--- src/rtl/rv32_pkg.sv ---
// rv32_pkg: definitions shared by the RV32 front end (fetch, decode, imm_gen).
// Build option: INST_FETCH_MISALIGN_EN adds the ERR fetch state for misaligned targets.
package rv32_pkg;

    localparam logic [6:0]  OPC_OP_IMM    = 7'b0010011;

    // addi x0, x0, 0
    localparam logic [31:0] RV32_NOP_INST = {12'h000, 5'd0, 3'b000, 5'd0, OPC_OP_IMM};
    localparam logic [31:0] RV32_RESET_PC = 32'h0000_0000;

    typedef enum logic [2:0] {
        IDLE = 3'd0,
        REQ  = 3'd1,
        WAIT = 3'd2,
        HOLD = 3'd3
`ifdef INST_FETCH_MISALIGN_EN
        ,
        ERR  = 3'd4
`endif
    } fetch_state_e;

endpackage

--- src/rtl/inst_fetch_pc_reg.sv ---
// pc_reg: program counter flop with redirect load and sequential +4 increment.
// Build option: INST_FETCH_MISALIGN_EN keeps load targets unmodified; otherwise
// the two low bits of a loaded target are forced to zero.
module pc_reg
    import rv32_pkg::*;
#(
    parameter logic [31:0] RESET_PC = RV32_RESET_PC
) (
    input  logic        clk,
    input  logic        rst_n,
    input  logic        load,
    input  logic        inc,
    input  logic [31:0] load_pc,
    output logic [31:0] pc
);

    logic [31:0] load_target;

`ifdef INST_FETCH_MISALIGN_EN
    // Misaligned targets never reach this point; the fetch FSM diverts them to ERR.
    assign load_target = load_pc;
`else
    assign load_target = load_pc & 32'hFFFF_FFFC;
`endif

    // Redirect load has priority over the sequential increment; +4 wraps modulo 2^32.
    always_ff @(posedge clk or negedge rst_n) begin
        if (!rst_n) begin
            pc <= RESET_PC;
        end else if (load) begin
            pc <= load_target;
        end else if (inc) begin
            pc <= pc + 32'd4;
        end
    end

endmodule

--- src/rtl/inst_fetch.sv ---
// inst_fetch: instruction fetch stage. One outstanding imem request at a time,
// a single-entry instruction buffer towards decode, and kill of in-flight
// responses when a redirect arrives before the response.
// Build option: INST_FETCH_MISALIGN_EN enables the ERR state and misalign_err.
module inst_fetch
    import rv32_pkg::*;
#(
    parameter logic [31:0] RESET_PC = RV32_RESET_PC,
    parameter logic [31:0] NOP_INST = RV32_NOP_INST
) (
    input  logic        clk,
    input  logic        rst_n,
    output logic        imem_req,
    output logic [31:0] imem_addr,
    input  logic        imem_rvalid,
    input  logic [31:0] imem_rdata,
    input  logic        redirect_valid,
    input  logic [31:0] redirect_pc,
    input  logic        inst_ready,
    output logic        inst_valid,
    output logic [31:0] inst,
    output logic [31:0] inst_pc,
    output logic        misalign_err
);

    fetch_state_e state_reg;
    fetch_state_e state_next;
    logic         kill_reg;
    logic         kill_next;
    logic         pc_load;
    logic         pc_inc;
    logic         capture;
    logic         release_inst;
    logic         take_redirect;
    logic [31:0]  pc;

    pc_reg #(
        .RESET_PC (RESET_PC)
    ) u_pc_reg (
        .clk     (clk),
        .rst_n   (rst_n),
        .load    (pc_load),
        .inc     (pc_inc),
        .load_pc (redirect_pc),
        .pc      (pc)
    );

    assign imem_req  = (state_reg == REQ);
    assign imem_addr = pc;

`ifdef INST_FETCH_MISALIGN_EN
    assign misalign_err = (state_reg == ERR);
`else
    assign misalign_err = 1'b0;
`endif

    // State register and kill flag for the single outstanding request.
    always_ff @(posedge clk or negedge rst_n) begin
        if (!rst_n) begin
            state_reg <= IDLE;
            kill_reg  <= 1'b0;
        end else begin
            state_reg <= state_next;
            kill_reg  <= kill_next;
        end
    end

    // Next state, kill tracking and PC update requests.
    always_comb begin
        state_next    = state_reg;
        kill_next     = kill_reg;
        pc_load       = 1'b0;
        pc_inc        = 1'b0;
        capture       = 1'b0;
        release_inst  = 1'b0;
        take_redirect = 1'b0;
        case (state_reg)
            IDLE: state_next = REQ;
            REQ: begin
                state_next = WAIT;
                // The request goes out this cycle with the old PC, so its response must die.
                if (redirect_valid) begin
                    kill_next     = 1'b1;
                    take_redirect = 1'b1;
                end
            end
            WAIT: begin
                if (imem_rvalid) begin
                    kill_next = 1'b0;
                    if (redirect_valid || kill_reg) begin
                        state_next = REQ;
                    end else begin
                        capture    = 1'b1;
                        state_next = HOLD;
                    end
                    take_redirect = redirect_valid;
                end else if (redirect_valid) begin
                    kill_next     = 1'b1;
                    take_redirect = 1'b1;
                end
            end
            HOLD: begin
                // Without inst_ready a redirect is ignored: it belongs to the held instruction.
                if (inst_ready) begin
                    release_inst = 1'b1;
                    state_next   = REQ;
                    if (redirect_valid) begin
                        take_redirect = 1'b1;
                    end else begin
                        pc_inc = 1'b1;
                    end
                end
            end
`ifdef INST_FETCH_MISALIGN_EN
            ERR: begin
                if (imem_rvalid) begin
                    kill_next = 1'b0;
                end
                take_redirect = redirect_valid;
            end
`endif
            default: state_next = IDLE;
        endcase

        if (take_redirect) begin
`ifdef INST_FETCH_MISALIGN_EN
            if (redirect_pc[1:0] != 2'b00) begin
                state_next = ERR;
            end else begin
                pc_load = 1'b1;
                // Leaving ERR with a stale response still due: let WAIT swallow it
                // before the next request so only one request is ever outstanding.
                if (state_reg == ERR) begin
                    state_next = (kill_reg && !imem_rvalid) ? WAIT : REQ;
                end
            end
`else
            pc_load = 1'b1;
`endif
        end
    end

    // Instruction buffer presented to decode; NOP while nothing valid is held.
    always_ff @(posedge clk or negedge rst_n) begin
        if (!rst_n) begin
            inst_valid <= 1'b0;
            inst       <= NOP_INST;
            inst_pc    <= RESET_PC;
        end else if (capture) begin
            inst_valid <= 1'b1;
            inst       <= imem_rdata;
            inst_pc    <= pc;
        end else if (release_inst) begin
            inst_valid <= 1'b0;
            inst       <= NOP_INST;
        end
    end

endmodule

--- config.mk ---
export PLATFORM = sky130hd
export DESIGN_NAME = inst_fetch
export DESIGN_NICKNAME = d
export VERILOG_FILES = /design/src/rtl/rv32_pkg.sv /design/src/rtl/inst_fetch_pc_reg.sv /design/src/rtl/inst_fetch.sv
export SDC_FILE = /design/constraint.sdc
export NUM_CORES = 1
export LEC_CHECK = 0
export BUFFER_PORTS_ARGS = -buffer_cell sky130_fd_sc_hd__clkbuf_2
export CAP_MARGIN = 0
export CELL_PAD_IN_SITES_DETAIL_PLACEMENT = 2
export CELL_PAD_IN_SITES_GLOBAL_PLACEMENT = 2
export CORE_ASPECT_RATIO = 0.7
export CORE_MARGIN = 2
export CORE_UTILIZATION = 31
export DETAILED_ROUTE_END_ITERATION = 7
export GPL_TIMING_DRIVEN = 0
export HOLD_SLACK_MARGIN = 0.05
export PLACE_DENSITY_LB_ADDON = 0.1
export SLEW_MARGIN = 20
export SYNTH_ARGS = -nofsm -noshare
export SYNTH_HDL_FRONTEND = slang
export SYNTH_HIERARCHICAL = 1
export SYNTH_SLANG_ARGS = --single-unit
--- constraint.sdc ---
create_clock -name clk -period 3.6 [get_ports clk]
set_clock_uncertainty 0.05 [all_clocks]
set_input_delay 0.54 -clock clk [delete_from_list [all_inputs] [get_ports clk]]
set_output_delay 0.54 -clock clk [all_outputs]
set_load 0.005 [all_outputs]
==> results of run 1 <==
[where the power goes]
part | internal (µW) | switching (µW) | leakage [µW]
clock network | 616 | 447 | 0.000157
logic | 558 | 677 | 0.00155
registers | 1420 | 378 | 0.00129
total | 2590 | 1500 | 0.00299
[path summary, 6_finish.rpt]
path | from | to | slack (ns)
max | state_reg[0]$_DFFE_PN0P_ | u_pc_reg/pc[25]$_DFFE_PN0N_ | 0.71
min | redirect_pc[19] | u_pc_reg/pc[19]$_DFFE_PN0N_ | 0.35
max reg2reg | state_reg[0]$_DFFE_PN0P_ | u_pc_reg/pc[25]$_DFFE_PN0N_ | 0.71
min reg2reg | inst_pc[19]$_DFFE_PN0P_ | inst_pc[19]$_DFFE_PN0P_ | 0.43
max in group asynchronous | rst_n | inst[0]$_DFFE_PN1P_ | 2.22
min in group asynchronous | rst_n | inst[3]$_DFFE_PN0P_ | 0.58
[synth_stat cells (all sizes together)]
library cell,n
nor3b,1
o22ai,1
o21ai,29
nand4bb,1
nand3,8
and3,6
o22a,3
nand4,4
nor3,8
ha,7
mux2i,3
nand2,144
a31oi,1
xor2,8
a22o,29
dfstp,3
conb,2
buf,15
and4,1
nor2,8
inv,8
xnor2,21
dfrtp,95
and4bb,1
nor4,7
mux2,1
and2,1
clkbuf,10
or3,2
a21oi,4
[worst min-delay path, stage by stage]
cell	delay, ns
clkbuf_2	0.08
nand2_1	0.05
o21ai_2	0.05
[cell type report]
type                    instances  area, µm²
multi-input cells             302       1740
clock buffers                   9        225
inverters                       8       30.0
flip-flops and latches         98       2460
fillers                      1552       8040
clock inverters                 7       98.8
well taps                     190        238
repair buffers                164        857
plain buffers                  25        140
[what timing repair did]
action                                  in CTS  in global routing
hold buffers                                 1                  0
endpoints found under the hold margin       24                  0
endpoints found under the setup margin       0                  0
[cells in the final DEF, fill, tap and decap left out, types with 9 or more instances in the layout]
| cell type | netlist | layout |
|---|---|---|
| dfrtp_1 | 95 | 95 |
| clkbuf_16 | 0 | 9 |
| o21ai_0 | 23 | 23 |
| nand2_1 | 144 | 144 |
| xnor2_1 | 21 | 21 |
| clkbuf_1 | 10 | 10 |
| a22o_1 | 29 | 29 |
| clkbuf_2 | 0 | 161 |
[per-layer routing]
layer	part of all wire	GRT usage	up-vias
met4	0.013	0.0490	0
met2	0.47	0.321	84
li1	-	-	1791
met1	0.47	0.275	1942
met3	0.045	0.0509	14
met5	0	0	-
[stage by stage]
step / worst slack, ns / utilization
after global routing: 0.292 / 0.419
after CTS: 0.684 / 0.419
after floorplan: 1.44 / -
final: 0.710 / 0.419
after detailed placement: 0.698 / 0.394
after global placement: 0.492 / 0.392
[cells by family (layout without fill, tap and decap cells)]
| logic type | after synthesis | after routing | share of synthesized area |
|---|---|---|---|
| AND/OR/NAND/NOR | 192 | 192 | 0.203 |
| flip-flops | 98 | 98 | 0.562 |
| AO/OA/AOI/OAI | 67 | 67 | 0.107 |
| buffers and inverters | 33 | 213 | 0.0390 |
| XOR/XNOR | 29 | 29 | 0.0582 |
| adder cells (fa/ha/maj) | 7 | 7 | 0.0201 |
| multiplexers | 4 | 4 | 0.00946 |
| other | 2 | 3 | 0.00172 |
==> impl_metrics.ini, run 1 <==
[floorplanning]
dieArea_um2 = 15100
die_height_um = 103
coreArea_um2 = 13800
start_util = 0.316
pin_count = 168
die_x_um = 146
core.rowCount = 36

[logic_synthesis]
ys_seq_area_frac = 0.562
synth_top_cell_by_area = dfrtp_1
synth_area_leaders = dfrtp_1 54%, nand2_1 12%, a22o_1 5.8%, xnor2_1 4.2%, o21ai_0 2.6%
synth_area_per_cell_um2 = 10.1
synthCells = 432
yosysTopAreaCellShare = 0.544
ys_seq_elements = 98
ys_types = 42
yosysWarningCount = 6
syn-cell-area_um2 = 4370

[place]
io_buffers = 162
routabilityCongestion = 0.756
place_inst = 786
dp_hpwl_um = 10700
placed_area_um2 = 5460

[detailed_routing]
drtAntennaViolNets = 0
dr.pass1.iters = 4
totalWireLength_um = 14300
drc = 0
num_vias = 3831
via_per_inst = 4.77
wl_per_cell_um = 17.8
first_iter_violations = 131

[worst_setup_path]
crit_top_cell = clkbuf_1
required_ns = 3.83
cp_slowest_stage_delay_ns = 0.65
cp_top_family = buffers and inverters
slowest_stage = nor3b_1
path_depth = 8
r2r_cells = 8
worstSetupPathType = reg2reg
cp-start-kind = register
worst-path-buf-inv = 3
path_cells = inv_1 > ha_1 > a21oi_1 > nor3b_1 > clkbuf_1 > clkbuf_1 > nand2_1 > o21ai_1
path_max_fanout = 10
arrival_ns = 3.12
end_kind = register

[min_path]
worstHoldPathType = in2reg
holdPathStages = 3

[timing]
whs_ns = 0.351
finalCritPeriodShare = 0.803
fin_crit_ns = 2.89
setup_tns_ns = 0
clock.fmax_mhz = 346
rsz0062_at_grt = no
slew_headroom = 0.470
final-hold-violation-count = 0
finalSetupViolations = 0
drv_slew = 0
worst_pin_slew_ns = 0.793

[grt]
antenna_found_initial = 0
grt_usage = 0.200
grt_pass1_wl_um = 23500
overflow = 0
grt_pass1_vias = 4213
grt_max_degree = 75

[finish]
drive_gt1_frac = 0.334
finalNetCount = 684
antennaDiodeCount = 0
fin_area_um2 = 5790
syn_to_final_growth_pct = 32.6
final_cells = 803

[clock_network]
cts_tree = built
post-cts-setup-buffers = 0
cts_buffer_depth = 2
clk_pin_slew_ns = 0.08
root_buffer = clkbuf_16
cts_resized = 0
numCtsBuffers = 9
cts_sinks = 98
insertion_delay_ns = 0.35
htreeDepth = 3

[job]
cap_violations = 0

[status]
status = finished, final reports clean

[power_and_ir_drop]
finalPower_uw = 4090
power.leakage_uw = 0.00299
peakVddDrop_mv = 0.248
p_per_area_nw_per_um2 = 706
(Power assumes the default switching activity.)
==> inputs of run 2 (changes only) <==
--- a/config.mk
+++ b/config.mk
@@ -11,7 +11,7 @@
 export CELL_PAD_IN_SITES_GLOBAL_PLACEMENT = 2
 export CORE_ASPECT_RATIO = 0.7
 export CORE_MARGIN = 2
-export CORE_UTILIZATION = 31
+export CORE_UTILIZATION = 29
 export DETAILED_ROUTE_END_ITERATION = 7
 export GPL_TIMING_DRIVEN = 0
 export HOLD_SLACK_MARGIN = 0.05
==> constraint.sdc (replaced) <==
create_clock -name clk -period 2.81 [get_ports clk]
set_clock_uncertainty 0.05 [all_clocks]
set_input_delay 0.4215 -clock clk [delete_from_list [all_inputs] [get_ports clk]]
set_output_delay 0.4215 -clock clk [all_outputs]
set_load 0.005 [all_outputs]
==> run 2 against run 1 <==
Against the previous run:
- critical path depth did not move
- core utilization fell by 2.1 points
- largest power group unchanged
- hold slack got worse by 0.12 ns
- cell count rose by 0.62%
- largest cell class unchanged
- worst setup slack got worse by 0.37 ns
==> impl_metrics.ini, run 2 (synthesis results as in run 1) <==
[power_and_ir_drop]
power.leakage_uw = 0.00302
p_per_area_nw_per_um2 = 918
peakVddDrop_mv = 0.286

[clock_network]
insertion_delay_ns = 0.35
cts_tree = built
cts_buffer_depth = 2
post-cts-setup-buffers = 0
clk_pin_slew_ns = 0.07
htreeDepth = 3
root_buffer = clkbuf_16
cts_sinks = 98
numCtsBuffers = 9

[place]
dp_hpwl_um = 10600
dp_slack_ns = 0.00659
routabilityCongestion = 0.745
io_buffers = 162
placed_area_um2 = 5460

[worst_setup_path]
path_max_fanout = 7
r2r-end = u_pc_reg/pc[28]$_DFFE_PN0N_
required_ns = 3.00
arrival_ns = 2.66
r2r_cells = 8
r2r_start = state_reg[0]$_DFFE_PN0P_
end_kind = register
cp-start-kind = register
worstSetupPathType = reg2reg
rrSetupSlack_ns = 0.34

[floorplanning]
pin_count = 168
core.rowCount = 37
die_x_um = 151
die_height_um = 107
start_util = 0.297
dieArea_um2 = 16100
coreArea_um2 = 14700

[finish]
fin_area_um2 = 5850
finalNetCount = 684
layout.cells.most_common = clkbuf_2
antennaDiodeCount = 0
syn_to_final_growth_pct = 34.0
final_cell_mix = 162 x clkbuf_2, 144 x nand2_1, 95 x dfrtp_1
drive_gt1_frac = 0.343

[timing]
whs_ns = 0.234
final-hold-violation-count = 0
fin_ws_ns = 0.336
slew_headroom = 0.590
drv_slew = 0
rsz0062_at_grt = no
worst_pin_slew_ns = 0.615
finalCritPeriodShare = 0.880
setup_tns_ns = 0
finalSetupViolations = 0
fin_crit_ns = 2.47
clock.fmax_mhz = 404

[grt]
grt_busiest_layer = met2
grt.met3_usage = 0.0451
use_met2 = 0.298
met1_usage = 0.272
grt_max_degree = 77
grt_pass1_vias = 4228
grt_pass1_wl_um = 23800
grt_usage = 0.192
antenna_found_initial = 0
overflow = 0

[detailed_routing]
dr.pass1.iters = 4
totalWireLength_um = 14500
drtAntennaViolNets = 0
via_per_inst = 4.71
wl_per_cell_um = 18.0
first_iter_violations = 125
drc = 0
num_vias = 3805

[min_path]
worstHoldStart = redirect_pc[10]
holdPathStages = 3
worstHoldPathType = in2reg
holdPathEnd = u_pc_reg/pc[10]$_DFFE_PN0N_

[job]
cap_violations = 0

[status]
status = finished, final reports clean
## run 2: worst max-delay path, cell delays in order, from the launching register on
cell and delay [ns]:
dfrtp_1 0.45, ha_1 0.21, nand2_1 0.08, nor2_2 0.23, and3_1 0.39, nand3_2 0.28
nor4_2 0.30, xor2_1 0.10, mux2_2 0.27
## run 2: layout make-up
cell class,count,area [µm²]
fillers,1621,8870
plain buffers,25,141
inverters,8,30.0
repair buffers,164,857
clock inverters,5,108
well taps,195,244
flip-flops and latches,98,2460
clock buffers,11,253
multi-input cells,302,1760
## run 2: layer usage
layer / share of wire / wire (µm)
met1: 0.47 / 6890
met2: 0.47 / 6790
met3: 0.045 / 652
met4: 0.013 / 184
met5: 0 / 0
## run 2: how the worst max path moves through the flow
stage                              from                          end  slack, ns  cells after the start
2_1_floorplan  state_reg[0]$_DFFE_PN0P_  u_pc_reg/pc[28]$_DFFE_PN0N_       0.65                      8
3_3_place_gp                      rst_n       inst_pc[8]$_DFFE_PN0P_      -0.16                      1
3_5_place_dp   state_reg[0]$_DFFE_PN0P_  u_pc_reg/pc[25]$_DFFE_PN0N_      0.007                      8
4_1_cts        state_reg[0]$_DFFE_PN0P_  u_pc_reg/pc[28]$_DFFE_PN0N_       0.11                      8
5_1_grt        state_reg[0]$_DFFE_PN0P_  u_pc_reg/pc[28]$_DFFE_PN0N_       0.08                      8
6_report       state_reg[0]$_DFFE_PN0P_  u_pc_reg/pc[28]$_DFFE_PN0N_       0.34                      8
## run 2: metrics by stage
step           instances   util  total power, µW
6_report             808  0.398             5370
5_1_grt              808  0.398             5800
4_1_cts              808  0.397             5460
3_5_place_dp         791  0.371             3910
3_3_place_gp         790  0.369             3810
2_1_floorplan        433      -             3030
## run 2: what timing repair did
| item | CTS | global route |
|---|---|---|
| hold endpoints to repair | 22 | 0 |
| cloned | 0 | 0 |
| hold buffers | 1 | 0 |
| gates resized for setup | 2 | 4 |
| setup endpoints to repair | 11 | 11 |
## run 2: power breakdown
part | internal (µW) | switching, µW | leakage [µW]
registers | 1810 | 483 | 0.00129
clock network | 925 | 568 | 0.000176
logic | 717 | 865 | 0.00155
total | 3450 | 1920 | 0.00302
==> inputs of run 3 (changes only) <==
==> constraint.sdc (replaced) <==
create_clock -name clk -period 2.81 [get_ports clk]
set_clock_uncertainty 0.05 [all_clocks]
set_input_delay 0.1405 -clock clk [delete_from_list [all_inputs] [get_ports clk]]
set_output_delay 0.1405 -clock clk [all_outputs]
set_load 0.005 [all_outputs]
==> run 3 against run 2 <==
Against the previous run:
- first-iteration DRC count shrank 0.80%
- global-route usage up 1.4 points
- fmax down 0.18%
- cell count is 7.8% higher
- non-clock buffer count up 63
- worst setup slack got worse by 0.0045 ns
- sequential power about the same
- critical path depth did not move
- clock-buffer cell count unchanged
- hold slack got worse by 0.10 ns
- wire length rose by 7.5%
- final area is 11% higher
==> impl_metrics.ini, run 3 (synthesis results as in run 1) <==
[finish]
finalNetCount = 747
layout.cells.most_common = clkbuf_2
final_util = 0.440
final_cell_mix = 162 x clkbuf_2, 144 x nand2_1, 95 x dfrtp_1
fillers = 1569
antennaDiodeCount = 0
drive_gt1_frac = 0.311
syn_to_final_growth_pct = 48.5

[worst_setup_path]
slowest_stage = dfrtp_1
cp_slowest_stage_delay_ns = 0.45
cp-start-kind = register
r2r_start = state_reg[0]$_DFFE_PN0P_
cp_top_family = simple AND/OR/NAND/NOR gates
worstSetupPathType = reg2reg
arrival_ns = 2.67
worst-path-buf-inv = 0
required_ns = 3.00
end_kind = register
critPathLaunch = state_reg[0]$_DFFE_PN0P_
path_cells = ha_1 > nand2_1 > nor2_2 > and3_1 > nand3_2 > nor4_2 > xor2_1 > mux2_2
path_max_fanout = 7

[grt]
overflow = 0
grt_busiest_layer = met2
grt_usage = 0.206
grt.met3_usage = 0.0438
use_met2 = 0.343
grt_max_degree = 77
met1_usage = 0.278
grt_pass1_vias = 4592
antenna_found_initial = 0
grt_pass1_wl_um = 25600

[timing]
fin_crit_ns = 2.48
finalSetupViolations = 0
finalCritPeriodShare = 0.882
rsz0062_at_grt = no
clock.fmax_mhz = 403
whs_ns = 0.129
setup_tns_ns = 0
worst_pin_slew_ns = 0.625
drv_slew = 0
final-hold-violation-count = 0
slew_headroom = 0.584

[job]
cap_violations = 0

[power_and_ir_drop]
p_per_area_nw_per_um2 = 845
combPwrFrac = 0.305
peakVddDrop_mv = 0.288
p_int_uw = 3510
clkPwrFrac = 0.274
pwr-share-seq = 0.421
power.leakage_uw = 0.00328
swShare = 0.359
p_sw_uw = 1960

[min_path]
worstHoldStart = inst_ready
worstHoldPathType = in2reg

[clock_network]
cts_sinks = 98
numCtsBuffers = 9
htreeDepth = 3
insertion_delay_ns = 0.35
cts_buffer_depth = 2
cts_tree = built
root_buffer = clkbuf_16
clk_pin_slew_ns = 0.07

[detailed_routing]
wl_per_cell_um = 17.9
num_vias = 4083
drtAntennaViolNets = 0
via_per_inst = 4.69
first_iter_violations = 124
dr.pass1.iters = 4
totalWireLength_um = 15600
drc = 0

[place]
io_buffers = 162
dp_hpwl_um = 10600
routabilityCongestion = 0.745

[floorplanning]
dieArea_um2 = 16100
start_util = 0.297
pin_count = 168
coreArea_um2 = 14700
die_height_um = 107
die_x_um = 151
core.rowCount = 37

[status]
status = finished, final reports clean
## run 3: changes by cell type in the layout (fill, tap and decap cells not counted), sizes merged
cell and change:
dlygate4sd3 +63
## run 3: layout make-up
cell class,instances,area [µm²],area share
Buffer,25,141,0.0218
Clock buffer,11,253,0.0390
Clock inverter,5,108,0.0166
Inverter,8,30.0,0.00463
Multi-Input combinational cell,302,1760,0.272
Sequential cell,98,2460,0.379
Tap cell,195,244,0.0376
Timing Repair Buffer,227,1490,0.229
## run 3: final timing paths
path                                               end  slack (ns)  cells past startpoint
hold reg to reg                inst_pc[20]$_DFFE_PN0P_        0.43                      2
max in group asynchronous          inst[1]$_DFFE_PN1P_        1.83                      3
min in group asynchronous         inst[27]$_DFFE_PN0P_        0.17                      2
setup / recovery           u_pc_reg/pc[28]$_DFFE_PN0N_        0.33                      8
setup reg to reg           u_pc_reg/pc[28]$_DFFE_PN0N_        0.33                      8
hold / removal                  inst_valid$_DFFE_PN0P_        0.13                      4
## run 3: per-stage QoR
stage / cell area, µm² / setup slack [ns] / std cells / power, µW
after detailed placement: 5460 / 0.00659 / 791 / 3910
after global placement: 5430 / -0.0362 / 790 / 3810
final: 6480 / 0.331 / 871 / 5480
after floorplan: 4370 / 0.652 / 433 / 3030
after CTS: 6470 / 0.115 / 871 / 5530
after global routing: 6480 / 0.0758 / 871 / 5890
## run 3: power groups by stage
stage	registers, µW	clock network (µW)	logic [µW]
6_report	2310	1500	1670
5_1_grt	2400	1600	1900
4_1_cts	2300	1540	1690
3_5_place_dp	2320	0	1590
3_3_place_gp	2300	0	1520
2_1_floorplan	2230	0	799
## run 3: what timing repair did
action	CTS	global route
setup buffers	0	0
endpoints found under the setup margin	11	11
hold buffers	64	0
hold endpoints to repair	158	0
gates resized for setup	2	4
## run 3: worst register-to-register path, cell delays in order (launching register included)
cell,delay (ns)
dfrtp_1,0.45
ha_1,0.21
nand2_1,0.08
nor2_2,0.23
and3_1,0.38
nand3_2,0.28
nor4_2,0.31
xor2_1,0.10
mux2_2,0.27
## run 3: metal layers
metal | part of all wire | vias to the layer above
li1 | - | 1913
met2 | 0.49 | 94
met5 | 0 | -
met3 | 0.040 | 14
met1 | 0.46 | 2062
met4 | 0.012 | 0
